===== src/rtl/dfr_phase_sequencer.sv =====
// dfr_phase_sequencer
// Walks the reservoir datapath through the INIT, TRAIN and TEST phases. It issues
// one step request per reservoir step and tracks the step, sample and global
// sample indices. Phases with no work are skipped.

module dfr_phase_sequencer #(
    parameter int unsigned CNT_WIDTH = 32
) (
    input  logic                 S_AXI_ACLK,
    input  logic                 Local_Reset,
    input  logic                 start,
    input  logic                 abort,
    input  logic [CNT_WIDTH-1:0] num_init_samples,
    input  logic [CNT_WIDTH-1:0] num_train_samples,
    input  logic [CNT_WIDTH-1:0] num_test_samples,
    input  logic [CNT_WIDTH-1:0] num_steps_per_sample,
    input  logic                 step_ack,
    output logic                 busy,
    output logic                 done,
    output logic [1:0]           phase,
    output logic                 step_req,
    output logic [CNT_WIDTH-1:0] sample_idx,
    output logic [CNT_WIDTH-1:0] step_idx,
    output logic [CNT_WIDTH-1:0] global_sample,
    output logic                 sample_first,
    output logic                 capture
);

    localparam int unsigned   CW   = CNT_WIDTH;
    localparam logic [CW-1:0] ZERO = CW'(0);
    localparam logic [CW-1:0] ONE  = CW'(1);

    typedef enum logic [2:0] {
        ST_IDLE  = 3'd0,
        ST_INIT  = 3'd1,
        ST_TRAIN = 3'd2,
        ST_TEST  = 3'd3,
        ST_DONE  = 3'd4
    } state_t;

    state_t state;
    state_t state_nxt;

    // Copies of the configuration taken at start; the live inputs may change mid-run
    logic [CW-1:0] init_q;
    logic [CW-1:0] train_q;
    logic [CW-1:0] test_q;
    logic [CW-1:0] steps_q;

    logic          handshake;
    logic          last_step;
    logic          last_sample;
    logic [CW-1:0] cur_samples;

    // A phase is empty when it has no samples or when a sample has no steps
    logic   init_ne_in;
    logic   train_ne_in;
    logic   test_ne_in;
    logic   train_ne_q;
    logic   test_ne_q;
    state_t first_phase;
    state_t after_init;
    state_t after_train;

    assign handshake = step_req & step_ack;

    assign init_ne_in  = (num_init_samples  != ZERO) && (num_steps_per_sample != ZERO);
    assign train_ne_in = (num_train_samples != ZERO) && (num_steps_per_sample != ZERO);
    assign test_ne_in  = (num_test_samples  != ZERO) && (num_steps_per_sample != ZERO);
    assign train_ne_q  = (train_q != ZERO) && (steps_q != ZERO);
    assign test_ne_q   = (test_q  != ZERO) && (steps_q != ZERO);

    // Pick the first phase that has work, checked against the live inputs at start
    always_comb begin
        first_phase = ST_DONE;
        if (test_ne_in) begin
            first_phase = ST_TEST;
        end
        if (train_ne_in) begin
            first_phase = ST_TRAIN;
        end
        if (init_ne_in) begin
            first_phase = ST_INIT;
        end
    end

    // Pick the phase that follows INIT or TRAIN, using the latched counts
    always_comb begin
        after_train = test_ne_q ? ST_TEST : ST_DONE;
        after_init  = train_ne_q ? ST_TRAIN : after_train;
    end

    // Sample count of the phase that is currently running
    always_comb begin
        cur_samples = ZERO;
        case (state)
            ST_INIT:  cur_samples = init_q;
            ST_TRAIN: cur_samples = train_q;
            ST_TEST:  cur_samples = test_q;
            default:  cur_samples = ZERO;
        endcase
    end

    // Equality compares avoid the overflow that a compare with steps/samples+1 would have
    assign last_step   = (step_idx   == (steps_q - ONE));
    assign last_sample = (sample_idx == (cur_samples - ONE));

    // State register
    always_ff @(posedge S_AXI_ACLK or posedge Local_Reset) begin
        if (Local_Reset) begin
            state <= ST_IDLE;
        end else begin
            state <= state_nxt;
        end
    end

    // Next-state logic; abort wins over a coincident end of phase
    always_comb begin
        state_nxt = state;
        case (state)
            ST_IDLE: begin
                if (start) begin
                    state_nxt = first_phase;
                end
            end
            ST_INIT: begin
                if (abort) begin
                    state_nxt = ST_IDLE;
                end else if (handshake && last_step && last_sample) begin
                    state_nxt = after_init;
                end
            end
            ST_TRAIN: begin
                if (abort) begin
                    state_nxt = ST_IDLE;
                end else if (handshake && last_step && last_sample) begin
                    state_nxt = after_train;
                end
            end
            ST_TEST: begin
                if (abort) begin
                    state_nxt = ST_IDLE;
                end else if (handshake && last_step && last_sample) begin
                    state_nxt = ST_DONE;
                end
            end
            ST_DONE: begin
                state_nxt = ST_IDLE;
            end
            default: begin
                state_nxt = ST_IDLE;
            end
        endcase
    end

    // Output decode from the current state
    always_comb begin
        busy         = 1'b0;
        done         = 1'b0;
        phase        = 2'd0;
        step_req     = 1'b0;
        sample_first = 1'b0;
        capture      = 1'b0;
        case (state)
            ST_INIT: begin
                busy         = 1'b1;
                phase        = 2'd1;
                step_req     = 1'b1;
                sample_first = (step_idx == ZERO);
            end
            ST_TRAIN: begin
                busy         = 1'b1;
                phase        = 2'd2;
                step_req     = 1'b1;
                sample_first = (step_idx == ZERO);
                capture      = last_step;
            end
            ST_TEST: begin
                busy         = 1'b1;
                phase        = 2'd3;
                step_req     = 1'b1;
                sample_first = (step_idx == ZERO);
                capture      = last_step;
            end
            ST_DONE: begin
                busy = 1'b1;
                done = 1'b1;
            end
            default: begin
                busy = 1'b0;
            end
        endcase
    end

    // Latch the configuration when a sequence is launched
    always_ff @(posedge S_AXI_ACLK or posedge Local_Reset) begin
        if (Local_Reset) begin
            init_q  <= ZERO;
            train_q <= ZERO;
            test_q  <= ZERO;
            steps_q <= ZERO;
        end else if ((state == ST_IDLE) && start) begin
            init_q  <= num_init_samples;
            train_q <= num_train_samples;
            test_q  <= num_test_samples;
            steps_q <= num_steps_per_sample;
        end
    end

    // Step/sample/global counters: cleared around IDLE, advanced on each handshake
    always_ff @(posedge S_AXI_ACLK or posedge Local_Reset) begin
        if (Local_Reset) begin
            step_idx      <= ZERO;
            sample_idx    <= ZERO;
            global_sample <= ZERO;
        end else if ((state == ST_IDLE) || (state_nxt == ST_IDLE)) begin
            step_idx      <= ZERO;
            sample_idx    <= ZERO;
            global_sample <= ZERO;
        end else if (handshake) begin
            if (last_step) begin
                step_idx      <= ZERO;
                global_sample <= global_sample + ONE;
                sample_idx    <= last_sample ? ZERO : (sample_idx + ONE);
            end else begin
                step_idx <= step_idx + ONE;
            end
        end
    end

endmodule


===== config.mk =====
export PLATFORM = sky130hd
export DESIGN_NAME = dfr_phase_sequencer
export DESIGN_NICKNAME = d
export VERILOG_FILES = /design/src/rtl/dfr_phase_sequencer.sv
export SDC_FILE = /design/constraint.sdc
export NUM_CORES = 1
export LEC_CHECK = 0
export ABC_AREA = 1
export BUFFER_PORTS_ARGS = -buffer_cell sky130_fd_sc_hd__buf_2
export CAP_MARGIN = 40
export CORE_MARGIN = 2
export CORE_UTILIZATION = 60
export CTS_BUF_LIST = sky130_fd_sc_hd__clkbuf_8
export CTS_CLUSTER_SIZE = 24
export DETAILED_ROUTE_END_ITERATION = 7
export PLACE_DENSITY = 0.84
export SLEW_MARGIN = 40
export SYNTH_ARGS = -nofsm -noshare
export SYNTH_HDL_FRONTEND = slang
export SYNTH_SLANG_ARGS = --single-unit
export TNS_END_PERCENT = 20

===== constraint.sdc =====
create_clock -name S_AXI_ACLK -period 10.4 [get_ports S_AXI_ACLK]
set_clock_uncertainty 0.05 [all_clocks]
set_input_delay 2.08 -clock S_AXI_ACLK [delete_from_list [all_inputs] [get_ports S_AXI_ACLK]]
set_output_delay 2.08 -clock S_AXI_ACLK [all_outputs]
set_load 0.01 [all_outputs]

==> metrics.log, run 1 <==
INFO  metric result_of_the_run = complete, no violations
INFO  metric postSynthCellCount = 2,209
INFO  metric synthTopCellsByArea = sky130_fd_sc_hd__dfrtp_1 (36%), sky130_fd_sc_hd__nand2_1 (12%), sky130_fd_sc_hd__nor2_1 (9.8%)
INFO  metric timing.critical_path.depth = 23
INFO  metric cell_internal_power = 2.304 mW
INFO  metric cp_top_family = simple AND/OR/NAND/NOR gates
INFO  metric finalCritPeriodShare = 55.44%
INFO  metric timing.final.ws_setup = 4.634 ns
INFO  metric period_minus_slack = 5.766 ns
INFO  metric hold_buffers = 0
INFO  metric yosys.area.top_type = sky130_fd_sc_hd__dfrtp_1
INFO  metric cts-resized-gates = 0
INFO  metric dp.final_hpwl = 40,360 um
INFO  metric numClockSinks = 227
INFO  metric synthToLayoutAreaGrowth = 14.26%
INFO  metric clkLatencyLatePin = 0.58 ns
INFO  metric comb_power_share = 46.1%
INFO  metric start_util = 60.59%
INFO  metric design.die.area = 27,480 um2
INFO  metric final-hold-violation-count = 0
INFO  metric clock.fmax = 0.1734 GHz
INFO  metric post-synth-top-area-fraction = 36.18%
INFO  metric cell_count_of_the_worst_reg_to_reg_path = 23
INFO  metric first_global_vias = 15,541
INFO  metric worst_ep_arrival_time = 6.12 ns
INFO  metric synth_top_flop_cell = sky130_fd_sc_hd__dfrtp_1
INFO  metric postRouteAntennaNets = 0
INFO  metric number_of_library_cell_types_mapped_by_synthesis = 43
INFO  metric rsz0062_at_grt = no
INFO  metric synth-edff-count = 0
INFO  metric syn_area_per_cell = 7.107 um2
INFO  metric drc = 0
INFO  metric fp.dieW = 165.8 um
INFO  metric cells_traversed_along_the_worst_timing_path = inv_1 -> nand3_2 -> nor2_1 -> nor2_2 -> ha_1 -> nand3_2 -> nor2_1 -> nand2_1 -> nor2_1 -> nand2_1 -> nand2_1 -> nand2_1 -> inv_1 -> nand2_1 -> nor2_2 -> nand3_2 -> o21bai_2 -> nand3_1 -> nor2_1 -> nand3_2 -> nand2_2 -> buf_4 -> nor2_1
INFO  metric crit_path_start_kind = register
INFO  metric cts_tree = yes
INFO  metric ioPinCount = 236
INFO  metric min-delay-path-class = reg2reg
INFO  metric finalMaxSlewViolations = 0
INFO  metric seqPwrFrac = 33.2%
INFO  metric dp_worst_setup_slack = 4.797 ns
INFO  metric setup-violations-final = 0
INFO  metric cp.required = 10.75 ns
INFO  metric cellPowerDensity = 238.3 nW/um2
INFO  metric post_drt_wl_per_cell = 18.78 um
INFO  metric overflow = 0
INFO  metric via_per_inst = 5.816
INFO  metric max_cap_violations = 0
INFO  metric nNetsFinal = 2,575
INFO  metric sw_frac_of_total = 46.11%
INFO  metric hold_depth = 1
INFO  metric clk_pin_slew = 0.06 ns
INFO  metric critical_path.max_stage_delay = 0.84 ns
INFO  metric detail_route.first_pass.iterations = 6
INFO  metric ys_seq_elements = 227
INFO  metric mappedNetlistArea = 15,700 um2
INFO  metric grt_pass1_wl = 82,660 um
INFO  metric largest_net_degree_at_the_start_of_global_routing = 112
INFO  metric max_slew.worst_pin.slew = 0.8210 ns
INFO  metric floorplan.rows = 59
INFO  metric postRouteWirelength = 52,550 um
INFO  metric synth_fp_nets = 2,349
INFO  metric holdPathEnd = init_q[30]
INFO  metric ir_worst_vdd = 178.2 uV
INFO  metric setup_total_negative_slack = 0 ns
INFO  metric post-cts-setup-buffers = 0
INFO  metric critical_path.n_buffers_inverters = 3
INFO  metric power.switching = 1.971 mW
INFO  metric regToRegStartpoint = state[0]
INFO  metric cp_capture_type = register
INFO  metric grt_antenna_before_repair = 3
INFO  metric core_area = 25,910 um2
INFO  metric p_leak = 8.447 nW
INFO  metric die_height = 165.8 um
INFO  metric post_route_cells_drive_above_1_share = 18.29%
INFO  metric via_count = 16,274
INFO  metric cts_max_path_buffers = 3
INFO  metric ctsRootBufferMaster = sky130_fd_sc_hd__clkbuf_8
INFO  metric critical_path.reg2reg.endpoint = sample_idx[5]
INFO  metric drt-initial-drc-count = 1,641
INFO  metric globalRouteTotalUtil = 37.55%
INFO  metric io_buffers = 235
INFO  metric synth.yosys.warnings = 0
INFO  metric reg2reg_setup_slack = 4.63 ns
INFO  metric hold_path_startpoint = init_q[30]
INFO  metric timing.critical_path.slowest_stage_cell = sky130_fd_sc_hd__dfrtp_4
INFO  metric asyncSetResetFlopFracSynth = 100.0%
INFO  metric ctsHtreeMaxLevel = 2
INFO  metric timing.setup.critical_path_class = reg2reg
INFO  metric routabilityCongestion = 1.022
INFO  metric clockPowerShare = 20.7%
INFO  metric slew_headroom = 45.26%
INFO  metric cts-buffers-inserted = 40
INFO  metric critPathMaxFanout = 65
INFO  metric synth.yosys.seq_area_share = 36.18%
worst max path at each step:
stage	slack [ns]	endpoint	start
2_1_floorplan	2.05	global_sample[0]	Local_Reset
3_3_place_gp	4.71	global_sample[22]	state[0]
3_5_place_dp	4.80	sample_idx[5]	state[0]
4_1_cts	4.78	sample_idx[5]	state[0]
5_1_grt	4.06	sample_idx[2]	state[0]
6_report	4.63	sample_idx[5]	state[0]
power by group through the flow:
stage | Clock, mW | Combinational [mW] | Sequential [mW]
5_1_grt | 0.929 | 2.17 | 1.45
2_1_floorplan | 0 | 1.48 | 1.30
3_5_place_dp | 0 | 1.91 | 1.41
3_3_place_gp | 0 | 1.89 | 1.40
4_1_cts | 0.893 | 1.92 | 1.40
6_report | 0.886 | 1.97 | 1.42
per-layer routing:
layer / vias up / track usage, % / part of all wire [%]
met5: - / 0 / 0
met2: 851 / 59.73 / 45
met3: 133 / 6.673 / 9.0
met4: 0 / 15.65 / 4.4
li1: 7618 / - / -
met1: 7672 / 51.02 / 42
stage by stage:
stage	cell area [um2]	std cells	power, mW	hold WS (ns)	util (%)
after detailed placement	17070	2727	3.325	0.4472	65.87
final	17940	2798	4.275	0.4583	69.23
after CTS	17910	2795	4.221	0.4603	69.13
after global placement	17050	2726	3.291	0.4397	65.79
after floorplan	15700	2209	2.782	0.4311	-
after global routing	17940	2798	4.541	0.4688	69.23
cell families after synthesis:
group	synth area share, %
mux	6.591
compound gates	5.061
buf+inv	8.280
simple gates	36.17
xor+xnor	7.157
flops	36.18
fa+ha+maj	0.5578
layout make-up:
class / count / area, um2
diodes: 2 / 5.005
clock buffers: 50 / 688.2
clock inverters: 18 / 158.9
fillers: 2232 / 7973
inverters: 256 / 973.4
multi-input cells: 1664 / 8735
flip-flops and latches: 227 / 5685
well taps: 335 / 419.2
repair buffers: 246 / 1274
registers in the layout (all words and copies together), names as in the netlist:
register       flops
global_sample     32
init_q            32
sample_idx        32
step_idx          32
steps_q           32
test_q            32
train_q           32
state              3
synth_stat cells, types with 10 or more instances:
cell type,number
sky130_fd_sc_hd__xor2_1,89
sky130_fd_sc_hd__nor3_1,36
sky130_fd_sc_hd__o21ai_0,83
sky130_fd_sc_hd__inv_1,250
sky130_fd_sc_hd__nor2_1,409
sky130_fd_sc_hd__clkbuf_1,26
sky130_fd_sc_hd__nand3b_1,10
sky130_fd_sc_hd__nand3_1,159
sky130_fd_sc_hd__mux2_2,91
sky130_fd_sc_hd__nor2_2,30
sky130_fd_sc_hd__o211ai_1,13
sky130_fd_sc_hd__nor4_1,59
sky130_fd_sc_hd__dfrtp_1,227
sky130_fd_sc_hd__nand4_1,71
sky130_fd_sc_hd__a21oi_1,20
sky130_fd_sc_hd__o31ai_1,12
sky130_fd_sc_hd__nand2_1,504
sky130_fd_sc_hd__xnor2_1,29
sky130_fd_sc_hd__buf_2,16
cell usage in the layout, fill, tap and decap left out, types with 6 or more instances in the layout:
cell	count
sky130_fd_sc_hd__o21ai_0	83
sky130_fd_sc_hd__xor2_1	89
sky130_fd_sc_hd__nand3_1	159
sky130_fd_sc_hd__nand4_1	71
sky130_fd_sc_hd__clkbuf_8	50
sky130_fd_sc_hd__nand3_2	6
sky130_fd_sc_hd__or2_2	6
sky130_fd_sc_hd__nand3b_1	10
sky130_fd_sc_hd__nor2_1	408
sky130_fd_sc_hd__nor4_1	59
sky130_fd_sc_hd__buf_4	8
sky130_fd_sc_hd__xnor2_1	29
sky130_fd_sc_hd__inv_1	258
sky130_fd_sc_hd__nand2_1	503
sky130_fd_sc_hd__ha_1	7
sky130_fd_sc_hd__o31ai_1	12
sky130_fd_sc_hd__nor2_2	29
sky130_fd_sc_hd__mux2_2	91
sky130_fd_sc_hd__nor3_1	36
sky130_fd_sc_hd__o211ai_1	13
sky130_fd_sc_hd__buf_2	235
sky130_fd_sc_hd__a21oi_1	20
sky130_fd_sc_hd__dfrtp_1	225
Power figures use the tool's default switching activity.
==> run 2: changes to the inputs <==
==> constraint.sdc (replaced) <==
create_clock -name S_AXI_ACLK -period 5.55 [get_ports S_AXI_ACLK]
set_clock_uncertainty 0.05 [all_clocks]
set_input_delay 1.11 -clock S_AXI_ACLK [delete_from_list [all_inputs] [get_ports S_AXI_ACLK]]
set_output_delay 1.11 -clock S_AXI_ACLK [all_outputs]
set_load 0.01 [all_outputs]
==> run 2 against run 1 <==
Register-to-register slack got worse by 4.1 ns. Hold slack gained 0.0022 ns. Final cell count is 0.18% higher. Sequential share of layout area decreased by 0.12 points. Wire length rose by 0.73%. Critical path type unchanged. Clock power up 78%. Largest power group unchanged. Critical path depth increased by 1. Total power grew 87%. Clock-buffer cell count is 2 lower. Non-clock buffer count increased by 7.
==> metrics.log, run 2 (synthesized netlist as in run 1, its figures left out) <==
INFO  metric result_of_the_run = complete, no violations (unchanged)
INFO  metric timing.setup.critical_path_class = reg2reg (unchanged)
INFO  metric largest_net_degree_at_the_start_of_global_routing = 114 (was 112)
INFO  metric regToRegStartpoint = state[0] (unchanged)
INFO  metric start_util = 60.59% (unchanged)
INFO  metric hold-worst-slack = 0.4605 ns (was 0.4583 ns)
INFO  metric detail_route.first_pass.iterations = 6 (unchanged)
INFO  metric period_minus_slack = 5.048 ns (was 5.766 ns)
INFO  metric setup_total_negative_slack = 0 ns (unchanged)
INFO  metric layout.cells.most_common = sky130_fd_sc_hd__nand2_1 (unchanged)
INFO  metric postRouteWirelength = 52,930 um (was 52,550 um)
INFO  metric post_dp_cell_area = 17,170 um2 (was 17,070 um2)
INFO  metric fp.dieW = 165.8 um (unchanged)
INFO  metric routabilityCongestion = 1.054 (was 1.022)
INFO  metric floorplan.rows = 59 (unchanged)
INFO  metric nNetsFinal = 2,582 (was 2,575)
INFO  metric rsz0062_at_grt = no (unchanged)
INFO  metric cts-buffers-inserted = 40 (unchanged)
INFO  metric finalMaxSlewViolations = 0 (unchanged)
INFO  metric reg2reg_setup_slack = 0.50 ns (was 4.63 ns)
INFO  metric hold_path_startpoint = init_q[0] (was init_q[30])
INFO  metric hold_buffers = 0 (unchanged)
INFO  metric post_route_cells_drive_above_1_share = 18.52% (was 18.29%)
INFO  metric numClockSinks = 227 (unchanged)
INFO  metric ir_worst_vdd = 313.9 uV (was 178.2 uV)
INFO  metric cts_max_path_buffers = 3 (unchanged)
INFO  metric postRouteAntennaNets = 0 (unchanged)
INFO  metric cellPowerDensity = 443.4 nW/um2 (was 238.3 nW/um2)
INFO  metric design.die.area = 27,480 um2 (unchanged)
INFO  metric synthToLayoutAreaGrowth = 14.63% (was 14.26%)
INFO  metric final-hold-violation-count = 0 (unchanged)
INFO  metric drt-initial-drc-count = 1,985 (was 1,641)
INFO  metric via_per_inst = 5.823 (was 5.816)
INFO  metric cts_tree = yes (unchanged)
INFO  metric p_leak = 8.480 nW (was 8.447 nW)
INFO  metric overflow = 0 (unchanged)
INFO  metric slew_headroom = 48.74% (was 45.26%)
INFO  metric setup-violations-final = 0 (unchanged)
INFO  metric crit_path_start_kind = register (unchanged)
INFO  metric die_height = 165.8 um (unchanged)
INFO  metric max_cap_violations = 0 (unchanged)
INFO  metric clk_pin_slew = 0.06 ns (about the same)
INFO  metric io_buffers = 235 (unchanged)
INFO  metric ioPinCount = 236 (unchanged)
INFO  metric insertedDiodeCount = 0 (was 2)
INFO  metric first_global_vias = 15,652 (was 15,541)
INFO  metric core_area = 25,910 um2 (unchanged)
INFO  metric clock.fmax = 0.1981 GHz (was 0.1734 GHz)
INFO  metric dp.final_hpwl = 40,830 um (was 40,360 um)
INFO  metric n_fill_cell = 2,215 (was 2,232)
INFO  metric max_slew.worst_pin.slew = 0.7619 ns (was 0.8210 ns)
INFO  metric mostFrequentLayoutCells = sky130_fd_sc_hd__nand2_1 (503), sky130_fd_sc_hd__nor2_1 (408), sky130_fd_sc_hd__inv_1 (258), sky130_fd_sc_hd__buf_2 (235), sky130_fd_sc_hd__dfrtp_1 (226) (was sky130_fd_sc_hd__nand2_1 (503), sky130_fd_sc_hd__nor2_1 (408), sky130_fd_sc_hd__inv_1 (258), sky130_fd_sc_hd__buf_2 (235), sky130_fd_sc_hd__dfrtp_1 (225))
INFO  metric finalCritPeriodShare = 90.95% (was 55.44%)
INFO  metric min-delay-path-class = reg2reg (unchanged)
INFO  metric worst_ep_arrival_time = 5.49 ns (was 6.12 ns)
INFO  metric clkLatencyLatePin = 0.58 ns (about the same)
INFO  metric drc = 0 (unchanged)
INFO  metric ctsRootBufferMaster = sky130_fd_sc_hd__clkbuf_8 (unchanged)
INFO  metric launch_point_of_the_worst_path = state[0] (unchanged)
INFO  metric via_count = 16,322 (was 16,274)
INFO  metric post-cts-setup-buffers = 0 (unchanged)
INFO  metric ctsHtreeMaxLevel = 2 (unchanged)
INFO  metric cp_capture_type = register (unchanged)
INFO  metric finalInstanceArea = 18,000 um2 (was 17,940 um2)
INFO  metric cell_count_of_the_worst_reg_to_reg_path = 24 (was 23)
INFO  metric cp.required = 5.99 ns (was 10.75 ns)
INFO  metric globalRouteTotalUtil = 38.15% (was 37.55%)
INFO  metric hold_depth = 1 (unchanged)
INFO  metric grt_pass1_wl = 84,540 um (was 82,660 um)
INFO  metric post_drt_wl_per_cell = 18.88 um (was 18.78 um)
INFO  metric critPathMaxFanout = 21 (was 65)
INFO  metric grt_antenna_before_repair = 0 (was 3)
INFO  metric cts-resized-gates = 0 (unchanged)
run 2: changes by cell type in the layout (fill, tap and decap cells not counted), moves of 2 or more:
cell                         delta
sky130_fd_sc_hd__buf_12         +5
sky130_fd_sc_hd__clkbuf_8       -2
sky130_fd_sc_hd__clkinv_2       +4
sky130_fd_sc_hd__clkinv_8       -3
sky130_fd_sc_hd__clkinvlp_4     +2
sky130_fd_sc_hd__diode_2        -2
sky130_fd_sc_hd__inv_6          -2
run 2: path summary, 6_finish.rpt:
check                                     to
max                             step_idx[19]
min                                init_q[0]
max reg2reg                     step_idx[19]
min reg2reg                        init_q[0]
max in group asynchronous        train_q[22]
min in group asynchronous  global_sample[30]
run 2: stage by stage:
step / setup WS (ns) / instances / util (%) / power (mW)
after floorplan: 1.424 / 2209 / - / 5.214
after global placement: 0.7850 / 2732 / 66.15 / 6.224
after detailed placement: 0.6294 / 2734 / 66.28 / 6.289
after CTS: 0.6326 / 2802 / 69.35 / 7.897
after global routing: 0.1537 / 2803 / 69.46 / 8.515
final: 0.5024 / 2803 / 69.46 / 7.980
run 2: area by class of cell:
class / instances / area [um2] / share of cell area (%)
clock inverters: 20 / 133.9 / 0.7439
clock buffers: 48 / 660.6 / 3.671
multi-input cells: 1664 / 8741 / 48.57
well taps: 335 / 419.2 / 2.329
inverters: 256 / 964.7 / 5.360
repair buffers: 253 / 1396 / 7.759
flip-flops and latches: 227 / 5682 / 31.57
run 2: metal layers:
metal | part of all wire (%) | up-vias | track usage, %
met5 | 0 | - | 0
met4 | 4.0 | 0 | 15.24
met2 | 46 | 890 | 61.12
met1 | 41 | 7650 | 52.15
li1 | - | 7642 | -
met3 | 9.0 | 140 | 6.173
run 2: worst max-delay path, cell delays in order (launching register included):
cell,delay [ns]
sky130_fd_sc_hd__dfrtp_2,0.58
sky130_fd_sc_hd__inv_1,0.23
sky130_fd_sc_hd__nand3_2,0.23
sky130_fd_sc_hd__nor2_1,0.07
sky130_fd_sc_hd__nor2_2,0.26
sky130_fd_sc_hd__ha_1,0.25
sky130_fd_sc_hd__nand3_2,0.15
sky130_fd_sc_hd__nor2_1,0.60
sky130_fd_sc_hd__nand2_1,0.26
sky130_fd_sc_hd__nand2_1,0.12
sky130_fd_sc_hd__nand2_1,0.10
sky130_fd_sc_hd__inv_1,0.08
sky130_fd_sc_hd__nand2_1,0.05
sky130_fd_sc_hd__nor2_1,0.12
sky130_fd_sc_hd__nand2_1,0.07
sky130_fd_sc_hd__nor2_1,0.12
sky130_fd_sc_hd__nand3_2,0.27
sky130_fd_sc_hd__nor2_1,0.23
sky130_fd_sc_hd__nor2_1,0.06
sky130_fd_sc_hd__nor2_1,0.12
sky130_fd_sc_hd__nor2_1,0.07
sky130_fd_sc_hd__nand3_2,0.08
sky130_fd_sc_hd__nand3_1,0.36
sky130_fd_sc_hd__buf_12,0.32
sky130_fd_sc_hd__nor2_1,0.11
run 2: where the power goes:
group	switching (mW)	internal, mW
sequential	0.485	2.14
clock	0.743	0.838
combinational	2.48	1.29
